<file path="src/rtl/sample_strobe_pkg.sv">
// Shared types and helpers for the correlator sample-strobe generator.
// Holds the sample-mode encodings, the jitter LFSR taps and the interval calculation.
package samplePkg;

  localparam logic SAMPLE_MODE_NONJITTER   = 1'd0;
  localparam logic SAMPLE_MODE_NONPERIODIC = 1'd1;

  // x^32 + x^22 + x^2 + x + 1, right-shifting Galois form
  localparam logic [31:0] LFSR_TAPS = 32'h80200003;

  // Interval length in cycles: 2^re when jw is 0, otherwise 2^re centred
  // on a window of 2^jw lengths picked by the low jw bits of rnd.
  function automatic logic [31:0] intervalLen(
    input logic [5:0]  re,
    input logic [5:0]  jw,
    input logic [31:0] rnd
  );
    logic [31:0] base;
    logic [31:0] half;
    logic [31:0] mask;
    base = 32'd1 << re;
    if (jw == 6'd0) begin
      intervalLen = base;
    end else begin
      half = 32'd1 << (jw - 6'd1);
      mask = (32'd1 << jw) - 32'd1;
      intervalLen = base - half + (rnd & mask);
    end
  endfunction

endpackage

</file>
<file path="src/rtl/sample_strobe_lfsr_galois32.sv">
// 32-bit Galois LFSR, one step per enabled cycle; state is never zero for a nonzero seed.
// Output is the current register state; i_cg low holds the state.
module lfsr_galois32
  import samplePkg::*;
#(
  parameter logic [31:0] SEED = 32'hACE12345
) (
  input  logic        i_clk,
  input  logic        i_rst,
  input  logic        i_cg,
  output logic [31:0] o_state
);

  logic [31:0] stateQ;

  always_ff @(posedge i_clk) begin
    if (i_rst) begin
      stateQ <= SEED;
    end else if (i_cg) begin
      stateQ <= stateQ[0] ? ((stateQ >> 1) ^ LFSR_TAPS) : (stateQ >> 1);
    end
  end

  assign o_state = stateQ;

endmodule

</file>
<file path="src/rtl/sample_strobe.sv">
// Periodic / LFSR-jittered single-cycle sample strobe for the correlator datapath.
// Strobe decided from cnt_q in cycle N, visible in N+1; i_cg low freezes all state and holds the strobe low.
module sample_strobe
  import samplePkg::*;
#(
  parameter int          MAX_SAMPLE_RATE_NEGEXP   = 31,
  parameter int          MAX_SAMPLE_JITTER_NEGEXP = 31,
  parameter logic [31:0] LFSR_SEED                = 32'hACE12345
) (
  input  logic                                        i_clk,
  input  logic                                        i_rst,
  input  logic                                        i_cg,
  input  logic [$clog2(MAX_SAMPLE_RATE_NEGEXP)-1:0]   i_sampleRateNegExp,
  input  logic                                        i_sampleMode,
  input  logic [$clog2(MAX_SAMPLE_JITTER_NEGEXP)-1:0] i_sampleJitterNegExp,
  output logic                                        o_strobe,
  output logic [15:0]                                 o_strobeCount
);

  localparam int RW    = $clog2(MAX_SAMPLE_RATE_NEGEXP);
  localparam int JW    = $clog2(MAX_SAMPLE_JITTER_NEGEXP);
  localparam int CNT_W = MAX_SAMPLE_RATE_NEGEXP + 1;
  localparam logic [5:0] MAX_RE = 6'(MAX_SAMPLE_RATE_NEGEXP);

  logic [RW-1:0]    rateQ;
  logic             modeQ;
  logic [JW-1:0]    jitterQ;
  logic             cfgChanged;

  logic [5:0]       rateEff;
  logic [5:0]       jitterExt;
  logic [5:0]       jitterWidth;
  logic [31:0]      lenNext;
  logic [CNT_W-1:0] cntReload;
  logic [CNT_W-1:0] cntQ;
  logic [31:0]      lfsrQ;
  logic             strobeD;
  logic [15:0]      strobeCountQ;

  lfsr_galois32 #(
    .SEED (LFSR_SEED)
  ) uLfsr (
    .i_clk   (i_clk),
    .i_rst   (i_rst),
    .i_cg    (i_cg),
    .o_state (lfsrQ)
  );

  assign cfgChanged = (i_sampleRateNegExp   != rateQ)  ||
                      (i_sampleMode         != modeQ)  ||
                      (i_sampleJitterNegExp != jitterQ);

  // Interval is always computed from the live config so a change reloads
  // the counter with the new period in the same cycle it is seen.
  always_comb begin
    rateEff     = 6'(i_sampleRateNegExp);
    jitterExt   = 6'(i_sampleJitterNegExp);
    jitterWidth = 6'd0;
    if (rateEff > MAX_RE) begin
      rateEff = MAX_RE;
    end
    if ((i_sampleMode == SAMPLE_MODE_NONPERIODIC) && (rateEff > jitterExt)) begin
      jitterWidth = rateEff - jitterExt;
    end
  end

  assign lenNext   = intervalLen(rateEff, jitterWidth, lfsrQ);
  assign cntReload = lenNext[CNT_W-1:0] - CNT_W'(1);
  assign strobeD   = i_cg && (cntQ == '0) && !cfgChanged;

  always_ff @(posedge i_clk) begin
    if (i_rst) begin
      rateQ   <= '0;
      modeQ   <= SAMPLE_MODE_NONJITTER;
      jitterQ <= '0;
    end else if (i_cg) begin
      rateQ   <= i_sampleRateNegExp;
      modeQ   <= i_sampleMode;
      jitterQ <= i_sampleJitterNegExp;
    end
  end

  always_ff @(posedge i_clk) begin
    if (i_rst) begin
      cntQ <= '0;
    end else if (i_cg) begin
      if (cfgChanged || (cntQ == '0)) begin
        cntQ <= cntReload;
      end else begin
        cntQ <= cntQ - CNT_W'(1);
      end
    end
  end

  always_ff @(posedge i_clk) begin
    if (i_rst) begin
      strobeCountQ <= 16'd0;
    end else if (strobeD) begin
      strobeCountQ <= strobeCountQ + 16'd1;
    end
  end

  // Ungated so a gated cycle always returns the strobe low.
  always_ff @(posedge i_clk) begin
    if (i_rst) begin
      o_strobe <= 1'b0;
    end else begin
      o_strobe <= strobeD;
    end
  end

  assign o_strobeCount = strobeCountQ;

endmodule

</file>
<file path="config.mk">
export PLATFORM = sky130hd
export DESIGN_NAME = sample_strobe
export DESIGN_NICKNAME = d
export VERILOG_FILES = /design/src/rtl/sample_strobe_pkg.sv /design/src/rtl/sample_strobe_lfsr_galois32.sv /design/src/rtl/sample_strobe.sv
export SDC_FILE = /design/constraint.sdc
export NUM_CORES = 1
export LEC_CHECK = 0
export BUFFER_PORTS_ARGS = -buffer_cell sky130_fd_sc_hd__clkbuf_2
export CORE_MARGIN = 2
export CORE_UTILIZATION = 55
export DETAILED_ROUTE_END_ITERATION = 16
export PLACE_DENSITY = 0.72
export SYNTH_ARGS = -nofsm -noshare
export SYNTH_HDL_FRONTEND = slang
export SYNTH_SLANG_ARGS = --single-unit
</file>
<file path="constraint.sdc">
create_clock -name i_clk -period 25.5 [get_ports i_clk]
set_clock_uncertainty 0.1 [all_clocks]
set_input_delay 2.55 -clock i_clk [delete_from_list [all_inputs] [get_ports i_clk]]
set_output_delay 2.55 -clock i_clk [all_outputs]
set_load 0.01 [all_outputs]
</file>
==> flow_summary.yaml, run 1 <==
power:
  p_sw_uw: 254
  power.density_mw_per_mm2: 62.8
  total_power_uw: 595
  clkPwrFrac: 0.230
  leakage_uw: 0.00403
  swShare: 0.427
  seqPwrFrac: 0.282
  combPwrFrac: 0.488
  p_int_uw: 341
  ir_drop_v: 0.0000483
global_routing:
  globalRouteTotalUtil: 0.290
  grt_max_degree: 93
  grt-ovfl-total: 0
  antenna_found_initial: 0
  grt_pass1_wl_mm: 40.6
  grt_pass1_vias: 7694
place:
  place_congestion: 1.01
  numPortBuffers: 30
  place_inst: 1368
  dpl.hpwl_mm: 19.5
logic_synthesis:
  ys_warn_count: 0
  yosysSeqAreaShare: 0.205
  synth_top_family_by_area: "simple AND/OR/NAND/NOR gates"
  post_synth_and_or_nand_nor_area_fraction: 0.260
  synth_edf_count: 0
  avgSynthCellArea_um2: 7.62
  ys_types: 88
  synth_seq_cells: 92
  synthesis.area_mm2: 0.00897
  synthAdderAreaFrac: 0.127
  synth_xor_xnor_area_share: 0.0741
  synthMuxAreaShare: 0.0677
  yosys.area.top_type: "dfxtp_1"
  synth_nets: 1263
  synth_compound_area_frac: 0.205
  async_reset_ff_frac: 0
  synth_flop_cell: "dfxtp_1"
  yosysTopAreaCellShare: 0.205
  synthTopCellsByArea: "dfxtp_1 (21%), fa_1 (7.1%), mux2i_1 (6.4%)"
  syn_inst: 1177
job:
  cap_violations: 0
floorplan:
  die_h_um: 132
  io_pins: 31
  core_area_mm2: 0.0159
  rows: 46
  die_w_um: 132
  start_util: 0.565
  die_area_mm2: 0.0173
routing:
  finalWirelength_mm: 25.3
  wl_per_cell_um: 18.3
  drc_errors: 0
  vias: 8408
  first_iter_violations: 799
  ant_nets: 0
  routed_via_density: 6.08
  drt_pass1_iterations: 6
timing:
  layout_worst_path_cycle_share: 0.424
  maxSlewViolCount: 0
  period_needed_ps: 10820
  max_clock_freq_ghz: 0.0924
  finalHoldViolations: 0
  worst_pin_slew_ps: 943
  fin_setup_tns_ps: 0
  rsz0062_at_grt: "no"
  finalSetupViolations: 0
  max_slew_margin: 0.371
layout:
  final_layout_size_suffix_gt1_frac: 0.0788
  syn_to_final_growth_pct: 5.71
  finalNonFillerCells: 1384
  final_core_util: 0.597
  final_cell_mix: "nor2_1 (148), nand2_1 (119), dfxtp_1 (92), inv_1 (76), a21oi_1 (60)"
  fillers: 1505
  final_common_cell: "nor2_1"
  antenna_cells: 0
  fin_nets: 1249
cts:
  ctsHoldBuffers: 0
  ctsResizeCount: 0
  clk_transition_reported_paths_ps: 80
  cts_tree: "yes"
  cts_made_buffers: 9
  cts_setup_buffers: 0
  clockBufferDepth: 2
  clk_latency_ps: 370
  cts_root_buffer: "clkbuf_16"
  cts.sinks: 92
  htreeDepth: 3
worst_setup_path:
  critPathMaxStageDelay_ps: 660
  path_max_fanout: 42
  critPathSlowestCell: "o21ai_1"
  end_kind: "flip-flop"
  crit_arrival_ps: 11010
  critPathRequiredTime_ps: 25690
  critical_path_class: "input port to flip-flop"
  rr_startpoint: "uLfsr.o_state[11]"
  crit_path_start: "i_sampleRateNegExp[0]"
  start_kind: "input port"
min_path:
  holdCritStartpoint: "cntQ[8]"
  hold_path.class: "flip-flop to flip-flop"
status:
  outcome: "finished, final reports clean"
-- sequential cells by signal (all words and copies together) (netlist names) --
register       cells
o_strobeCount     16
o_strobe           1
jitterQ            5
uLfsr.o_state     32
cntQ              32
rateQ              5
modeQ              1
-- worst paths after layout --
kind,to,cells after the start,slack [ps]
min,cntQ[8],2,390
min reg2reg,cntQ[8],2,390
max,cntQ[31],31,14680
max reg2reg,cntQ[31],16,20310
-- synthesized netlist by cell type (all sizes together), types with 30 or more instances --
library cell / count
nor3: 30
nor2: 148
xnor2: 45
nand2: 123
nand3: 36
clkbuf: 41
dfxtp: 92
mux2i: 58
a21oi: 60
ha: 40
xor2: 30
inv: 77
o21ai: 63
fa: 32
-- through the flow --
step | hold slack [ps] | setup WS (ps) | instance area [µm²]
global route | 414 | 14130 | 9480
global placement | 365 | 14700 | 9190
detailed placement | 375 | 14430 | 9190
finish | 386 | 14680 | 9480
CTS | 389 | 14800 | 9480
floorplan | 350 | 15270 | 8970
-- layout make-up --
class	count	area, µm²	area share
multi-input combinational	947	6580	0.694
sequential	92	1840	0.194
inverter	77	292	0.0308
tap	216	270	0.0285
clock buffer	9	225	0.0238
timing repair buffer	36	200	0.0211
clock inverter	7	70.1	0.00739
-- power groups by stage --
stage	Combinational (µW)	Sequential [µW]	Clock, µW
global route	319	169	145
floorplan	230	166	0
CTS	286	168	139
detailed placement	284	171	0
finish	291	168	137
global placement	282	171	0
-- worst max-delay path: cells and delay by family --
family	cells	cell delay (ps)
XOR/XNOR	2	250
multiplexers	1	220
AND/OR/NAND/NOR	10	2580
AO/OA/AOI/OAI	8	2840
adder cells (fa/ha/maj)	5	1860
buffers and inverters	5	680
-- logic make-up after synthesis --
family                     Yosys count
AOI/OAI and AO/OA                  268
xor gates and xnor gates            75
adders and majority gates           72
buffers and inverters              138
DFF                                 92
muxes                               60
and+or+nand+nor                    472
-- per-layer routing --
layer	wire [µm]	vias up	track usage	share of wire
li1	-	4103	-	-
met1	11700	3912	0.408	0.46
met2	10900	336	0.441	0.43
met3	1980	57	0.0563	0.078
met4	708	0	0.103	0.028
met5	0	-	0	0
Note: power is estimated with default switching activity, not from simulation.
==> inputs of run 2 (changes only) <==
--- a/config.mk
+++ b/config.mk
@@ -5,11 +5,12 @@
 export SDC_FILE = /design/constraint.sdc
 export NUM_CORES = 1
 export LEC_CHECK = 0
+export ABC_AREA = 1
 export BUFFER_PORTS_ARGS = -buffer_cell sky130_fd_sc_hd__clkbuf_2
 export CORE_MARGIN = 2
 export CORE_UTILIZATION = 55
 export DETAILED_ROUTE_END_ITERATION = 16
-export PLACE_DENSITY = 0.72
+export PLACE_DENSITY = 0.75
 export SYNTH_ARGS = -nofsm -noshare
 export SYNTH_HDL_FRONTEND = slang
 export SYNTH_SLANG_ARGS = --single-unit
==> constraint.sdc (replaced) <==
create_clock -name i_clk -period 9.55 [get_ports i_clk]
set_clock_uncertainty 0.1 [all_clocks]
set_input_delay 0.955 -clock i_clk [delete_from_list [all_inputs] [get_ports i_clk]]
set_output_delay 0.955 -clock i_clk [all_outputs]
set_load 0.01 [all_outputs]
==> flow_summary.yaml, run 2 <==
worst_setup_path:
  critical_path_class: "input port to flip-flop"
  rr_startpoint: "uLfsr.o_state[1]"
  start_kind: "input port"
  critPathMaxStageDelay_ps: 490
  cp_num_buf_inv: 6
  critPathRequiredTime_ps: 9750
  crit_arrival_ps: 7480
  path_max_fanout: 36
  end_kind: "flip-flop"
  rrSetupSlack_ps: 5430
  crit_path_start: "i_sampleRateNegExp[0]"
  critPathSlowestCell: "fa_1"
  cp_top_family: "simple AND/OR/NAND/NOR gates"
  r2r-end: "cntQ[20]"
  crit_top_cell: "nand2_1"
  worst-r2r-cell-count: 25
floorplan:
  die_area_mm2: 0.0203
  die_w_um: 142
  die_h_um: 142
  core_area_mm2: 0.0188
  start_util: 0.561
  rows: 50
  io_pins: 31
routing:
  routed_via_density: 5.50
  finalWirelength_mm: 34.2
  first_iter_violations: 1386
  drt_pass1_iterations: 6
  ant_nets: 0
  drc_errors: 0
  wl_per_cell_um: 16.3
  vias: 11500
layout:
  final_common_cell: "nand2_1"
  fin_nets: 1944
  finalNonFillerCells: 2097
  final_layout_size_suffix_gt1_frac: 0.0644
  antenna_cells: 0
  final_cell_mix: "nand2_1 (540), inv_1 (351), nor2_1 (218), nand3_1 (165), dfxtp_1 (92)"
  final_core_util: 0.588
  syn_to_final_growth_pct: 4.82
min_path:
  hold_path.class: "flip-flop to flip-flop"
  hold_depth: 2
  holdPathEnd: "o_strobeCount[15]"
  holdCritStartpoint: "o_strobeCount[15]"
power:
  combPwrFrac: 0.591
  swShare: 0.517
  power.density_mw_per_mm2: 179
  clkPwrFrac: 0.187
  p_sw_uw: 1020
  p_int_uw: 953
  seqPwrFrac: 0.222
  ir_drop_v: 0.0000939
  leakage_uw: 0.00625
logic_synthesis:
  yosys.area.top_type: "nand2_1"
  avgSynthCellArea_um2: 5.65
  synthTopCellsByCount: "nand2_1 (540), inv_1 (351), nor2_1 (218)"
  syn_inst: 1864
  synthTopCellsByArea: "nand2_1 (19%), dfxtp_1 (17%), inv_1 (13%)"
  yosysSeqAreaShare: 0.175
  ys_warn_count: 0
  synth_flop_cell: "dfxtp_1"
  synth_seq_cells: 92
  synth_edf_count: 0
  ys_types: 44
  synthesis.area_mm2: 0.0105
  yosysTopAreaCellShare: 0.192
  async_reset_ff_frac: 0
  yosysMostFrequentCell: "nand2_1"
  synth_nets: 1950
timing:
  fin_setup_tns_ps: 0
  max_clock_freq_ghz: 0.137
  finalHoldViolations: 0
  layout_worst_path_cycle_share: 0.762
  finalSetupViolations: 0
  holdWs_ps: 371
  rsz0062_at_grt: "no"
  max_slew_margin: 0.380
  maxSlewViolCount: 0
  period_needed_ps: 7270
  worst_slack_ps: 2280
  worst_pin_slew_ps: 929
cts:
  ctsResizeCount: 0
  cts_root_buffer: "clkbuf_16"
  clockBufferDepth: 2
  ctsHoldBuffers: 0
  clk_transition_reported_paths_ps: 80
  cts_setup_buffers: 0
  clk_latency_ps: 360
  cts_made_buffers: 9
  cts_tree: "yes"
  htreeDepth: 3
  cts.sinks: 92
place:
  numPortBuffers: 30
  preCtsSetupSlack_ps: 2030
  place_inst: 2081
  place_congestion: 1.01
  dpl.hpwl_mm: 27.5
global_routing:
  grt_pass1_vias: 10400
  grt-ovfl-total: 0
  globalRouteTotalUtil: 0.340
  grt_max_degree: 99
  grt_pass1_wl_mm: 54.2
  antenna_found_initial: 0
status:
  outcome: "finished, final reports clean"
job:
  cap_violations: 0
## run 2: cell count changes after synthesis, moves of 25 or more
| cell | previous run | this run |
|---|---|---|
| a211oi_1 | 25 | 0 |
| nor2_2 | 0 | 26 |
| xnor2_1 | 45 | 12 |
| nor2_1 | 148 | 218 |
| inv_1 | 76 | 351 |
| nand4_1 | 15 | 62 |
| nand2_1 | 120 | 540 |
| nand3_1 | 35 | 165 |
| mux2i_1 | 57 | 0 |
## run 2: through the flow
step / area (µm²) / power (µW)
after global placement: 10700 / 1570
after CTS: 11000 / 1950
after floorplan: 10500 / 1300
after global routing: 11000 / 2140
after detailed placement: 10700 / 1580
final: 11000 / 1970
## run 2: area by class of cell
| class | count | area, µm² |
|---|---|---|
| fill | 1984 | 7730 |
| tap | 234 | 293 |
| sequential | 92 | 1840 |
| timing repair buffer | 34 | 180 |
| clock buffer | 9 | 225 |
| inverter | 358 | 1340 |
| multi-input combinational | 1363 | 7080 |
| clock inverter | 7 | 75.1 |
## run 2: kinds of logic after synthesis
family | share of synthesized area
and+or+nand+nor | 0.456
buffers and inverters | 0.153
AOI/OAI and AO/OA | 0.0827
DFF | 0.175
adders and majority gates | 0.108
xor gates and xnor gates | 0.0249
## run 2: how the worst max path moves through the flow
stage / to / cells after the start
floorplan: cntQ[31] / 43
global placement: cntQ[31] / 41
detailed placement: cntQ[21] / 41
CTS: cntQ[21] / 41
global route: cntQ[31] / 41
finish: cntQ[20] / 42
## run 2: layer usage
metal	global-route usage	wire, µm
met5	0	0
met4	0.141	1580
met3	0.0458	2620
met2	0.512	14300
met1	0.489	15600
## run 2: worst reg2reg max path, cell delays in order, from the launching register on
cell and delay (ps):
dfxtp_1 310, inv_1 90, or2_2 300, fa_1 490, inv_1 80, ha_1 310, nand2_1 80, nor2_1 250
nand2_1 80, nand3_1 210, nand2_1 120, nand2_1 160, nand2_1 70, nand2_1 80, nand2_1 130, nand3_1 150
nand2_1 110, nor2_1 190, nand2_1 140, nor2_4 180, nand2_2 90, nor2_1 140, nand2_1 70, nand3_1 70
nand2_1 60, inv_1 40
## run 2: power groups by stage
stage / clock network [µW] / logic, µW / registers (µW)
final: 368 / 1160 / 438
after global routing: 386 / 1310 / 441
after CTS: 374 / 1140 / 437
after detailed placement: 0 / 1130 / 446
after global placement: 0 / 1130 / 445
after floorplan: 0 / 859 / 438
==> inputs of run 3 (changes only) <==
--- a/config.mk
+++ b/config.mk
@@ -5,7 +5,7 @@
 export SDC_FILE = /design/constraint.sdc
 export NUM_CORES = 1
 export LEC_CHECK = 0
-export ABC_AREA = 1
+export ABC_AREA = 0
 export BUFFER_PORTS_ARGS = -buffer_cell sky130_fd_sc_hd__clkbuf_2
 export CORE_MARGIN = 2
 export CORE_UTILIZATION = 55
==> constraint.sdc (replaced) <==
create_clock -name i_clk -period 6.64 [get_ports i_clk]
set_clock_uncertainty 0.1 [all_clocks]
set_input_delay 0.664 -clock i_clk [delete_from_list [all_inputs] [get_ports i_clk]]
set_output_delay 0.664 -clock i_clk [all_outputs]
set_load 0.01 [all_outputs]
==> flow_summary.yaml, run 3 (synthesis results as in run 1) <==
global_routing:
  antenna_found_initial: 0
  grt-ovfl-total: 0
  grt_pass1_wl_mm: 46.3
  grt_max_degree: 93
  grt_pass1_vias: 9141
  globalRouteTotalUtil: 0.328
worst_setup_path:
  critical_path_class: "input port to flip-flop"
  critPathSlowestCell: "or4b_4"
  start_kind: "input port"
  crit_arrival_ps: 7180
  end_kind: "flip-flop"
  critPathMaxStageDelay_ps: 540
  crit_top_cell: "ha_4"
  rrSetupSlack_ps: 1790
  critPathRequiredTime_ps: 6810
  r2r-end: "cntQ[31]"
  worst-r2r-cell-count: 13
  path_max_fanout: 5
  rr_startpoint: "cntQ[21]"
floorplan:
  core_area_mm2: 0.0159
  start_util: 0.565
  die_h_um: 132
  die_w_um: 132
  die_area_mm2: 0.0173
  io_pins: 31
  rows: 46
power:
  combPwrFrac: 0.581
  clkPwrFrac: 0.192
  power.density_mw_per_mm2: 240
  p_int_uw: 1680
  swShare: 0.410
  leakage_uw: 0.00522
  ir_drop_v: 0.000146
  seqPwrFrac: 0.227
  p_sw_uw: 1160
place:
  preCtsSetupSlack_ps: -625
  numPortBuffers: 30
  place_congestion: 0.980
  dpl.hpwl_mm: 21.1
cts:
  cts.sinks: 92
  cts_tree: "yes"
  cts_made_buffers: 9
  clk_latency_ps: 370
  htreeDepth: 3
  ctsHoldBuffers: 0
  clk_transition_reported_paths_ps: 80
  cts_root_buffer: "clkbuf_16"
  clockBufferDepth: 2
routing:
  wl_per_cell_um: 18.2
  drt_pass1_iterations: 6
  finalWirelength_mm: 29.2
  ant_nets: 0
  routed_via_density: 5.96
  vias: 9586
  drc_errors: 0
  first_iter_violations: 889
timing:
  max_clock_freq_ghz: 0.143
  period_needed_ps: 7000
  max_slew_margin: 0.311
  layout_worst_path_cycle_share: 1.05
  rsz0062_at_grt: "yes"
  holdWs_ps: 387
  maxSlewViolCount: 0
  worst_slack_ps: -362
  worst_pin_slew_ps: 1030
  finalHoldViolations: 0
  finalSetupViolations: 7
min_path:
  hold_depth: 1
  hold_path.class: "flip-flop to flip-flop"
  holdPathEnd: "uLfsr.o_state[6]"
  holdCritStartpoint: "uLfsr.o_state[7]"
job:
  cap_violations: 0
layout:
  final_common_cell: "buf_4"
  antenna_cells: 0
  final_cell_mix: "buf_4 (218), nor2_1 (143), nand2_1 (112), dfxtp_1 (92), inv_1 (69)"
  syn_to_final_growth_pct: 31.8
  fin_nets: 1473
  final_layout_size_suffix_gt1_frac: 0.287
status:
  failed_checks: "setup timing"
  outcome: "finished with violations"
==> run 3: cell count changes in the layout (fill, tap and decap cells not counted), moves of 22 or more <==
cell	delta
buf_4	+214
inv_1	-282
mux2i_1	+55
nand2_1	-428
nand3_1	-132
nand4_1	-47
nor2_1	-75
nor2_2	-22
nor2b_1	+24
xnor2_1	+32
==> run 3: through the flow <==
step / util / instance area, µm² / setup TNS (ps) / power, µW / instances
after floorplan: - / 9200 / -5680 / 1570 / 1177
final: 0.744 / 11800 / -1750 / 2840 / 1608
after CTS: 0.720 / 11400 / -307 / 2690 / 1594
after global routing: 0.744 / 11800 / -3780 / 3000 / 1608
after global placement: 0.676 / 10700 / -3330 / 2020 / 1554
after detailed placement: 0.676 / 10700 / -5010 / 2050 / 1554
==> run 3: metal layers <==
metal / wire length (µm) / track usage
met1: 12200 / 0.439
met2: 13600 / 0.530
met3: 2070 / 0.0432
met4: 1250 / 0.144
met5: 0 / 0
==> run 3: power by group through the flow <==
stage	registers [µW]	clock network, µW	logic [µW]
after floorplan	639	0	929
after global placement	653	0	1370
after detailed placement	655	0	1400
after CTS	643	547	1500
after global routing	651	567	1780
final	645	547	1650
==> run 3: timing repair <==
item                       in CTS  in global routing
setup buffers                  24                 14
setup endpoints to repair       6                 14
gates resized for setup        36                 65
pin swaps                      43                 42
cloned                          0                  0
==> run 3: worst max path at each step <==
| stage | from | to | slack [ps] | cells past startpoint |
|---|---|---|---|---|
| 6_report | i_sampleRateNegExp[0] | cntQ[29] | -360 | 31 |
| 3_5_place_dp | i_sampleRateNegExp[0] | cntQ[31] | -630 | 32 |
| 2_1_floorplan | i_sampleRateNegExp[0] | cntQ[31] | -820 | 37 |
| 4_1_cts | i_sampleRateNegExp[0] | cntQ[31] | -150 | 35 |
| 5_1_grt | i_sampleRateNegExp[0] | cntQ[31] | -540 | 32 |
| 3_3_place_gp | i_sampleRateNegExp[0] | cntQ[31] | -510 | 32 |
==> run 3: critical path, delay by kind of cell <==
| kind | cells | cell delay [ps] |
|---|---|---|
| simple gates | 10 | 2560 |
| mux | 2 | 420 |
| xor+xnor | 1 | 130 |
| compound gates | 6 | 1300 |
| buf+inv | 7 | 550 |
| fa+ha+maj | 5 | 1540 |
==> run 3: layout make-up <==
| cell class | count | area [µm²] |
|---|---|---|
| Clock buffer | 9 | 225 |
| Timing Repair Buffer | 260 | 1950 |
| Sequential cell | 92 | 1840 |
| Inverter | 77 | 297 |
| Fill cell | 1145 | 4070 |
| Multi-Input combinational cell | 947 | 7140 |
| Tap cell | 216 | 270 |
| Clock inverter | 7 | 91.3 |
